File: src/rtl/column_rasterizer.sv
// Turns one ray result per column into SCREEN_HEIGHT frame-buffer writes (ceiling, wall, floor).
// Optional `SIDE_SHADE_EN: wall pixels of y-side hits use the darker palette half (colour | 8'h80).
module column_rasterizer #(
  parameter int         SCREEN_WIDTH  = 320,
  parameter int         SCREEN_HEIGHT = 180,
  parameter logic [7:0] CEILING_COLOR = 8'd1,
  parameter logic [7:0] FLOOR_COLOR   = 8'd2
) (
  input  logic        pixel_clk_in,
  input  logic        rst_in,
  input  logic        ray_valid_in,
  output logic        ray_ready_out,
  input  logic [8:0]  ray_col_in,
  input  logic [7:0]  ray_height_in,
  input  logic [7:0]  ray_color_in,
  input  logic        ray_side_in,
  input  logic [1:0]  fb_ready_to_switch_in,
  output logic        pixel_valid_out,
  output logic [15:0] ray_address_out,
  output logic [7:0]  ray_pixel_out,
  output logic        ray_last_pixel_out
);

  typedef enum logic [1:0] {IDLE, DRAW, WAIT_SWAP} state_t;

  localparam logic [8:0]  LAST_COL   = 9'(SCREEN_WIDTH - 1);
  localparam logic [7:0]  HEIGHT     = 8'(SCREEN_HEIGHT);
  localparam logic [7:0]  LAST_ROW   = 8'(SCREEN_HEIGHT - 1);
  localparam logic [15:0] ROW_STRIDE = 16'(SCREEN_WIDTH);

  state_t      state, state_next;
  logic [8:0]  col;
  logic [7:0]  color;
  logic [7:0]  start_row, end_row, row;
  logic        seen;
  logic        accept, col_in_range, last_row, swap_done;
  logic [7:0]  clamp_h, wall_pixel, pixel_next;
  logic [15:0] address_next;

  assign ray_ready_out = (state == IDLE) && !rst_in;
  assign accept        = ray_valid_in && ray_ready_out;
  assign col_in_range  = ray_col_in <= LAST_COL;
  assign last_row      = row == LAST_ROW;
  assign swap_done     = seen && (fb_ready_to_switch_in == 2'b00);
  assign clamp_h       = (ray_height_in > HEIGHT) ? HEIGHT : ray_height_in;
  assign address_next  = 16'(col) + ROW_STRIDE * 16'(row);

`ifdef SIDE_SHADE_EN
  logic side;

  always_ff @(posedge pixel_clk_in) begin
    if (rst_in)      side <= 1'b0;
    else if (accept) side <= ray_side_in;
  end

  assign wall_pixel = side ? (color | 8'h80) : color;
`else
  logic unused_side;

  assign unused_side = ray_side_in;
  assign wall_pixel  = color;
`endif

  always_comb begin
    pixel_next = FLOOR_COLOR;
    if (row < start_row)    pixel_next = CEILING_COLOR;
    else if (row < end_row) pixel_next = wall_pixel;
  end

  always_ff @(posedge pixel_clk_in) begin
    if (rst_in) state <= IDLE;
    else        state <= state_next;
  end

  // Out-of-range columns are consumed in IDLE without ever entering DRAW.
  always_comb begin
    state_next = state;
    case (state)
      IDLE:      if (accept && col_in_range) state_next = DRAW;
      DRAW:      if (last_row) state_next = (col == LAST_COL) ? WAIT_SWAP : IDLE;
      WAIT_SWAP: if (swap_done) state_next = IDLE;
      default:   state_next = IDLE;
    endcase
  end

  always_ff @(posedge pixel_clk_in) begin
    if (rst_in) begin
      pixel_valid_out    <= 1'b0;
      ray_address_out    <= '0;
      ray_pixel_out      <= '0;
      ray_last_pixel_out <= 1'b0;
      seen               <= 1'b0;
      row                <= '0;
      col                <= '0;
      color              <= '0;
      start_row          <= '0;
      end_row            <= '0;
    end else begin
      pixel_valid_out    <= 1'b0;
      ray_last_pixel_out <= 1'b0;
      if (accept) begin
        col       <= ray_col_in;
        color     <= ray_color_in;
        start_row <= (HEIGHT - clamp_h) >> 1;
        end_row   <= ((HEIGHT - clamp_h) >> 1) + clamp_h;
        row       <= '0;
      end
      if (state == DRAW) begin
        pixel_valid_out    <= 1'b1;
        ray_address_out    <= address_next;
        ray_pixel_out      <= pixel_next;
        ray_last_pixel_out <= last_row && (col == LAST_COL);
        row                <= row + 8'd1;
      end
      // The writer-done bit must be seen before an all-clear counts as a completed swap.
      seen <= (state == WAIT_SWAP) &&
              (fb_ready_to_switch_in[0] || (seen && fb_ready_to_switch_in != 2'b00));
    end
  end

endmodule

File: config.mk
export PLATFORM = sky130hd
export DESIGN_NAME = column_rasterizer
export DESIGN_NICKNAME = d
export VERILOG_FILES = /design/src/rtl/column_rasterizer.sv
export SDC_FILE = /design/constraint.sdc
export NUM_CORES = 1
export LEC_CHECK = 0
export CORE_ASPECT_RATIO = 1.5
export CORE_UTILIZATION = 50
export CTS_BUF_LIST = sky130_fd_sc_hd__clkbuf_8 sky130_fd_sc_hd__clkbuf_16
export CTS_CLUSTER_DIAMETER = 150
export DETAILED_ROUTE_END_ITERATION = 8
export PLACE_DENSITY = 0.76
export SETUP_SLACK_MARGIN = 0.1
export SLEW_MARGIN = 20
export SYNTH_ARGS = -nofsm -noshare
export SYNTH_HDL_FRONTEND = slang
export SYNTH_SLANG_ARGS = --single-unit
File: constraint.sdc
create_clock -name pixel_clk_in -period 7 [get_ports pixel_clk_in]
set_input_delay 1.4 -clock pixel_clk_in [delete_from_list [all_inputs] [get_ports pixel_clk_in]]
set_output_delay 1.4 -clock pixel_clk_in [all_outputs]
set_load 0.02 [all_outputs]
==> summary by stage, run 1 <==
Flow run
Across the run, the number of max-cap violations was 0.

Placed design
The routability-driven placement congestion ratio is around 0.83. In this run the cell area measured after placement is 4600 µm². The number of buffer cells added on primary ports is 56. The detailed placer's ending HPWL is 6470 µm. The worst setup timing slack at the placement stage is about 1.9 ns. The number of placed cells counting well taps is between 600 and 700.

Synth
The most used flip-flop cell after synthesis is dfxtp_1. The number of synthesized flops with an enable pin is 0. Summed over all instances, the cell type with the most area after synthesis is dfxtp_1.

The per-instance average area after synthesis is just over 8 µm². The number of storage elements in the synthesis netlist is between 60 and 70. The number of distinct standard cells referenced by the synthesized netlist is 64.

Yosys printed 0 warnings. Ranked by total cell area, the synthesized netlist is headed by dfxtp_1 (34%), ha_1 (12%), nand2_1 (6.8%). After synthesis, flip-flops and latches occupy between 30% and 40% of the total area. Summing every instance area after synthesis gives approximately 4000 µm².

The area share of the largest cell type after synthesis is about 34%. The number of nets in the synthesized netlist is around 560. Counting flops with an async set or reset pin after synthesis yields a share of 0%. The post-synthesis cell count is 493.

Worst setup path
In this design, the stage delay of the slowest critical-path cell is between 0.6 and 0.7 ns. The required arrival time at the worst endpoint is 7.27 ns. The number of buffers and inverters on the critical path is 1. The critical path goes through clkdlybuf4s50_1 -> o311ai_2 -> nand2_1 -> ha_1 -> a21o_2 -> nor2_1 -> nor2_1 -> a221oi_1 -> ha_1 -> nand2_1 -> o31a_1 -> nor2b_1 -> nor2_1 -> or3_1 -> nand4_1. Among all stages on the critical path, the largest delay is contributed by clkdlybuf4s50_1. Data arrives at the worst endpoint at about 5.1 ns.

The most numerous cell on the critical path is nor2_1. Of all nets on the critical path, the largest fanout is 9. The cell family contributing the most delay on the critical path is compound AO/OA/AOI/OAI gates.

The type of origin of the critical path is an input port. The type of destination of the critical path is a flip-flop. The critical path class is in -> reg.

Clocking
The clock latency on the worst-skew pair is 0.33 ns. The longest clock path from root to sink contains 2 buffers. The post-CTS setup buffer count is 0.

The H-tree generated during clock tree synthesis spans 3 levels. Counting every sink on the clock net gives 69. For this design, the CTS-stage hold fixing added 0 buffers.

The number of gates given a new drive strength after cts is 0. After clock tree synthesis, the clock-pin slew on the worst setup and hold paths is around 0.05 ns. The root buffer selected by CTS is clkbuf_16. TritonCTS built the clock tree. Buffers inserted during clock tree synthesis total 9.

Drt
The pre-antenna-repair detailed-routing pass consisted of 4 iterations. The via count is about 3600. Wires add up to a little over 9000 µm.

After detailed routing, the average wire length per cell comes to between 10 and 15 µm. The initial detailed-routing violation count is ~160. For this run, design rule violations remaining after detail routing come to 0.

The count of antenna-violating nets left after detailed routing is 0. The routed via count divided by cell count is between 5 and 6.

Floorplanning
The die area is 8390 µm². The count of pins on the block boundary is 58. The height of the chip is between 100 and 150 µm. The width of the die is approximately 75 µm. The area of the core is 7710 µm². The floorplan has 39 rows. The initial utilization of the core area, before any placement, comes to between 50% and 60%.

Timing
Of the available clock period, the critical path in the final layout requires 68.4%. The number of pins exceeding their max-slew limit in the final report is 0. The maximum achievable frequency is approximately 0.21 GHz. For the final routed database, the setup TNS stands at 0 ns. Setup violations remaining at the end of the flow were counted as 0. The actual transition at the worst max-transition pin is between 1 and 1.5 ns.

Across the routed clock network, the largest skew measured is between 0.005 and 0.006 ns. In the post-route analysis, the smallest setup slack over all paths is around 2.2 ns. Setup repair after global routing left no endpoint under its margin.

The final period demand of the worst path is roughly 4.8 ns. The tightest slew margin relative to the limit is between 20% and 30%. The final count of hold timing violations is 0.

Cells and area
The summed area of non-filler cells in the final layout is between 4000 and 5000 µm². At the end of the flow the core is filled with cells to between 60% and 70%. The layout cell share with drive strength beyond 1 is under 10%. The number of nets in the finished design is about 600.

The post-synthesis to final-layout area growth is 22.0%. 0 antenna diodes ended up in the layout. The count of cells in the finished layout, fillers not included, comes to about 640.

GRT
The via count of the first global-routing pass is around 3400. The total overflow left after global routing is 0. The first global-routing pass estimated ~15000 µm of wire. Entering global routing, the biggest net connects between 40 and 50 pins. The number of antenna violations at the first check in global routing came to 0.

The combined global-route utilization of all metal layers is a little under a quarter.

Pwr
The power density over cell area is 216 nW/µm². Summed over all cells, the static leakage comes to between 2 and 2.5 nW. IR analysis of the VDD net gives a maximum drop of roughly 0.15 mV.

Status
The run finished with clean final reports.

Hold path
The tightest min-delay check is of the reg -> reg type.
[metal layers]
layer / GRT usage, % / up-vias / part of all wire, %
li1: - / 1828 / -
met1: 27.2 / 1677 / 41
met2: 40.8 / 64 / 53
met3: 4.52 / 18 / 3.1
met4: 11.1 / 0 / 2.3
met5: 0 / - / 0
[registers in the layout (all words and copies together), names as in the netlist]
| register | count |
|---|---|
| ray_address_out | 16 |
| col | 9 |
| color | 8 |
| end_row | 8 |
| ray_pixel_out | 8 |
| row | 8 |
| start_row | 7 |
| state | 2 |
| pixel_valid_out | 1 |
| ray_last_pixel_out | 1 |
| seen | 1 |
[worst register-to-register path, stage by stage, from the launching register on]
cell and delay (ns):
dfxtp_1 0.52, ha_1 0.31, ha_1 0.24, fa_1 0.41, a211oi_1 0.33, o21bai_1 0.12, a21oi_1 0.19, xor2_1 0.24
xnor2_1 0.15, a21oi_1 0.08
[through the flow]
step / total power, mW / hold WS (ns)
global route: 1.11 / 0.468
CTS: 1.06 / 0.450
floorplan: 0.563 / 0.432
global placement: 0.616 / 0.440
detailed placement: 0.622 / 0.444
finish: 1.06 / 0.447
[layout by cell type, fill, tap and decap left out, types with 2 or more instances in the layout]
| master | instances |
|---|---|
| nand2_1 | 73 |
| nor2b_1 | 5 |
| xnor2_1 | 7 |
| fa_1 | 2 |
| a31oi_1 | 3 |
| buf_4 | 5 |
| and3_1 | 3 |
| xor2_1 | 8 |
| o21ai_0 | 31 |
| mux2_2 | 3 |
| clkdlybuf4s50_1 | 56 |
| o21bai_1 | 2 |
| a21o_2 | 2 |
| nor2_1 | 42 |
| nand3_1 | 31 |
| inv_1 | 23 |
| a211oi_1 | 12 |
| nand2b_1 | 7 |
| o31ai_1 | 4 |
| a21o_1 | 5 |
| clkinv_2 | 2 |
| and3b_1 | 2 |
| o31a_1 | 2 |
| nand4_1 | 4 |
| or4_1 | 3 |
| dfxtp_1 | 69 |
| o2111ai_1 | 3 |
| nor3_1 | 8 |
| or3_1 | 2 |
| ha_1 | 37 |
| nand3b_1 | 4 |
| clkbuf_16 | 9 |
| nor4b_1 | 2 |
| a21oi_1 | 36 |
| o21a_1 | 4 |
[logic make-up after synthesis]
group	Yosys count	synth area share (%)
muxes	4	1.09
DFF	69	34.4
buffers and inverters	49	5.46
xor gates and xnor gates	15	3.27
AOI/OAI and AO/OA	124	20.6
adders and majority gates	39	12.5
and+or+nand+nor	193	22.6
[worst paths after layout]
kind / startpoint / endpoint / slack, ns / cells after the start
hold reg to reg: ray_address_out[9]$_SDFFE_PP0P_ / ray_address_out[9]$_SDFFE_PP0P_ / 0.45 / 2
setup reg to reg: row[3]$_SDFFE_PP0P_ / ray_address_out[15]$_SDFFE_PP0P_ / 4.30 / 9
setup / recovery: ray_height_in[3] / end_row[7]$_SDFFE_PP0P_ / 2.21 / 15
hold / removal: ray_address_out[9]$_SDFFE_PP0P_ / ray_address_out[9]$_SDFFE_PP0P_ / 0.45 / 2
[final cells by class]
cell class / instances / area (µm²)
Tap cell: 102 / 128
Fill cell: 729 / 2820
Clock inverter: 5 / 52.6
Sequential cell: 69 / 1380
Inverter: 22 / 82.6
Timing Repair Buffer: 61 / 598
Clock buffer: 10 / 239
Multi-Input combinational cell: 375 / 2410
[power by group]
| part | switching (mW) | internal [mW] | total [mW] |
|---|---|---|---|
| sequential | 0.0130 | 0.418 | 0.431 |
| clock | 0.160 | 0.281 | 0.441 |
| combinational | 0.105 | 0.0793 | 0.184 |
| total | 0.278 | 0.778 | 1.06 |
[Yosys cell counts, types with 4 or more instances]
cell type	count
nand2_1	73
dfxtp_1	69
nor2_1	42
ha_1	37
a21oi_1	36
nand3_1	31
o21ai_0	31
inv_1	22
clkbuf_1	14
a211oi_1	12
nor3_1	8
xor2_1	8
nand2b_1	7
xnor2_1	7
a21o_1	5
nor2b_1	5
buf_1	4
buf_2	4
nand3b_1	4
nand4_1	4
o21a_1	4
o31ai_1	4
No activity file was read; power rests on OpenSTA's default activity.
==> run 2: changes to the inputs <==
Settings changed: PLACE_DENSITY 0.76 to 0.79.
Clock period 7 ns to 4.3 ns, I/O delays scaled along.
==> run 2 against run 1 <==
Effect of this change: first-iteration DRC count increased by 29%; design area is 1.9% higher; combinational power increased by 70%; critical path type unchanged; global-route usage is 1.6 points higher; via count increased by 3.4%; highest routed layer unchanged; clock power rose by 72%; utilization grew 1.2 points; setup slack worse by 1.8 ns; sequential cell count unchanged; final cell count up 1.7%; critical endpoint unchanged; clock-buffer cell count unchanged.
==> summary by stage, run 2 (synthesis results as in run 1) <==
Status
The flow ran to the end, and the final reports show no timing, DRC or antenna violations.

Timing
The number of setup violations in the final report is 0 (unchanged). For this run, the top clock speed supported by timing is approximately 0.26 GHz. The final period demand of the worst path is between 3 and 4 ns. The final count of hold timing violations was 0 (unchanged). The clock skew after layout came to 0.00524 ns (-0.000740 ns). The final worst slack is 0.439 ns (-1.77 ns). The actual transition at the worst max-transition pin is 0.602 ns (-0.467 ns). Setup repair after global routing left no endpoint under its margin. The tightest slew margin relative to the limit is 59.8% (+31 points).

The final worst-path cycle share is 89.8%. The number of pins exceeding their max-slew limit in the final report is 0 (unchanged). The setup TNS came to 0 ns (unchanged).

Cells and area
Relative to the synthesized area, the layout overhead comes to 24.3%. The layout cell share with drive strength beyond 1 is 8.50% (+2.0 points). The flip-flop count of the largest register after layout was 16 (unchanged). Leaving out fill and tap cells, the most frequent cells in the layout are nand2_1 (73), dfxtp_1 (69), clkdlybuf4s50_1 (56). Leaving out fill and tap cells, the most frequent cell in the layout is nand2_1. ray_address_out holds more flip-flops than any other register. The number of nets in the finished design is 618 (+1.6%).

The number of antenna repair diodes is 0 (unchanged). The largest registers in the layout are ray_address_out x16, col x9.

Drt
The initial detailed-routing violation count is 211 (+29%). The iteration count of the initial detailed-routing pass is 4 (unchanged). The number of DRC violations after detailed routing is 0 (unchanged). The average wire per cell in the routed design was 14.8 µm (+4.4%).

The routed via count divided by cell count was 5.66 (+1.6%). The count of antenna-violating nets left after detailed routing came to 0 (unchanged). The detailed-route wire length came to 9660 µm (+6.1%). The via count came to 3708 (+3.4%).

Hold path
The worst hold path stage count came to 2 (unchanged). The min-delay analysis places its worst path in the category reg -> reg.

Worst setup path
The most numerous cell type found on the critical path is nor2_1. The data arrival time of the critical path was 4.14 ns (-0.92 ns). Walking the worst path, the cells encountered are clkdlybuf4s50_1 -> o21a_1 -> o311ai_2 -> nand2_1 -> ha_1 -> a21o_2 -> nor2_1 -> nor2_1 -> a221oi_1 -> ha_1 -> nand2_1 -> o31a_1 -> nor2b_1 -> nor2_1 -> or3_1 -> nand4_1.

The required arrival time at the worst endpoint is 4.58 ns (-2.69 ns). The top fanout value on the critical path is 6 (-3). Among all stages on the critical path, the largest delay is contributed by clkdlybuf4s50_1. The number of cells traversed by the worst register-to-register path is 9 (unchanged). The type of origin of the critical path is an input port.

The type of destination of the critical path is a flip-flop. The delay contributed by the slowest stage of the critical path is 0.42 ns (-0.20 ns). The critical path class is in -> reg.

Placed design
The worst setup timing slack at the placement stage is 0.0921 ns (-1.76 ns). The detailed placer's ending HPWL came to 6940 µm (+7.2%). The number of buffer cells added on primary ports is 56 (unchanged). The routability-driven placement congestion ratio came to 0.872 (+4.9%).

GRT
The combined global-route utilization of all metal layers is 25.2% (+1.6 points). The global-route track usage on met3 is 4.80% (+0.27 points). The wire length of the first global-routing pass was 16300 µm (+5.7%). The via count of the first global-routing pass was 3606 (+4.8%). The met1 demand-to-capacity share in global routing came to 28.1% (+0.90 points). The leftover overflow at the end of global routing is 0 (unchanged). The met2 usage in global routing was 43.8% (+3.0 points). met2 is the most crowded layer. The largest net degree at the start of global routing is 38 (-7.3%). The number of antenna violations at the first check in global routing is 0 (unchanged).

Clocking
The clock latency on the worst-skew pair is 0.34 ns (about the same). The number of H-tree levels came to 3 (unchanged). The count of hold-fix buffers inserted at cts is 0 (unchanged). The number of gates given a new drive strength after cts came to 0 (unchanged). The root buffer selected by CTS is clkbuf_16. The CTS buffer count is 9 (unchanged). The clock transition at the registers of the reported paths is 0.06 ns (about the same). The post-CTS setup buffer count came to 0 (unchanged). The buffer levels on the longest clock path is 2 (unchanged). The TritonCTS clock tree is yes. The number of clock sinks came to 69 (unchanged).

Pwr
The power density over cell area is 355 nW/µm² (+65%). The standby leakage power is 2.05 nW (+2.0%). The worst voltage drop across the vdd grid came to 0.263 mV (+71%). The overall power consumption is 1.77 mW (+68%).

Floorplanning
The count of pins on the block boundary came to 58 (unchanged). The width of the die is 75.1 µm (unchanged). The number of placement rows came to 39 (unchanged). The height of the chip is 112 µm (unchanged). The area of the core is 7710 µm² (unchanged). The die area is 8390 µm² (unchanged).

The starting density of the core is 52.0% (unchanged).

Flow run
The reported max-cap violation count is 0 (unchanged).
-- run 2: cell types whose count changed in the layout (fill, tap and decap cells not counted) --
cell | previous run | this run
clkinv_2 | 2 | 0
clkinv_4 | 1 | 0
buf_4 | 5 | 15
clkinvlp_4 | 0 | 3
inv_1 | 23 | 22
inv_6 | 0 | 2
-- run 2: critical path: cells and delay by family --
| kind | cells | cell delay (ns) |
|---|---|---|
| adders and majority gates | 2 | 0.53 |
| AOI/OAI and AO/OA | 5 | 1.36 |
| buffers and inverters | 1 | 0.42 |
| and+or+nand+nor | 8 | 0.97 |
-- run 2: path summary, 6_finish.rpt --
path	slack [ns]	end	start
worst max-delay path	0.44	end_row[7]$_SDFFE_PP0P_	ray_height_in[0]
worst min-delay path	0.45	ray_address_out[9]$_SDFFE_PP0P_	ray_address_out[9]$_SDFFE_PP0P_
worst max register to register	1.61	ray_address_out[15]$_SDFFE_PP0P_	row[3]$_SDFFE_PP0P_
worst min register to register	0.45	ray_address_out[9]$_SDFFE_PP0P_	ray_address_out[9]$_SDFFE_PP0P_
-- run 2: report_power, final --
group / leakage (nW) / internal, mW / total (mW) / switching (mW)
sequential: 0.564 / 0.679 / 0.701 / 0.0214
combinational: 1.35 / 0.136 / 0.312 / 0.176
clock: 0.142 / 0.468 / 0.759 / 0.291
-- run 2: routing by layer --
metal	vias up	wire length (µm)
met5	-	0
met4	0	327
met3	23	287
met2	68	5190
met1	1775	3860
li1	1842	-
-- run 2: area by class of cell --
class,instances,area [µm²]
Clock buffer,10,239
Clock inverter,6,70.1
Fill cell,704,2720
Inverter,22,82.6
Multi-Input combinational cell,375,2410
Sequential cell,69,1380
Tap cell,102,128
Timing Repair Buffer,71,673
-- run 2: metrics by stage --
| step | std cells | hold slack (ns) | utilization (%) | cell area, µm² |
|---|---|---|---|---|
| finish | 655 | 0.450 | 64.7 | 4990 |
| global route | 655 | 0.477 | 64.7 | 4990 |
| CTS | 655 | 0.458 | 64.7 | 4990 |
| detailed placement | 639 | 0.450 | 60.7 | 4680 |
| global placement | 639 | 0.439 | 60.7 | 4680 |
| floorplan | 493 | 0.432 | - | 4010 |
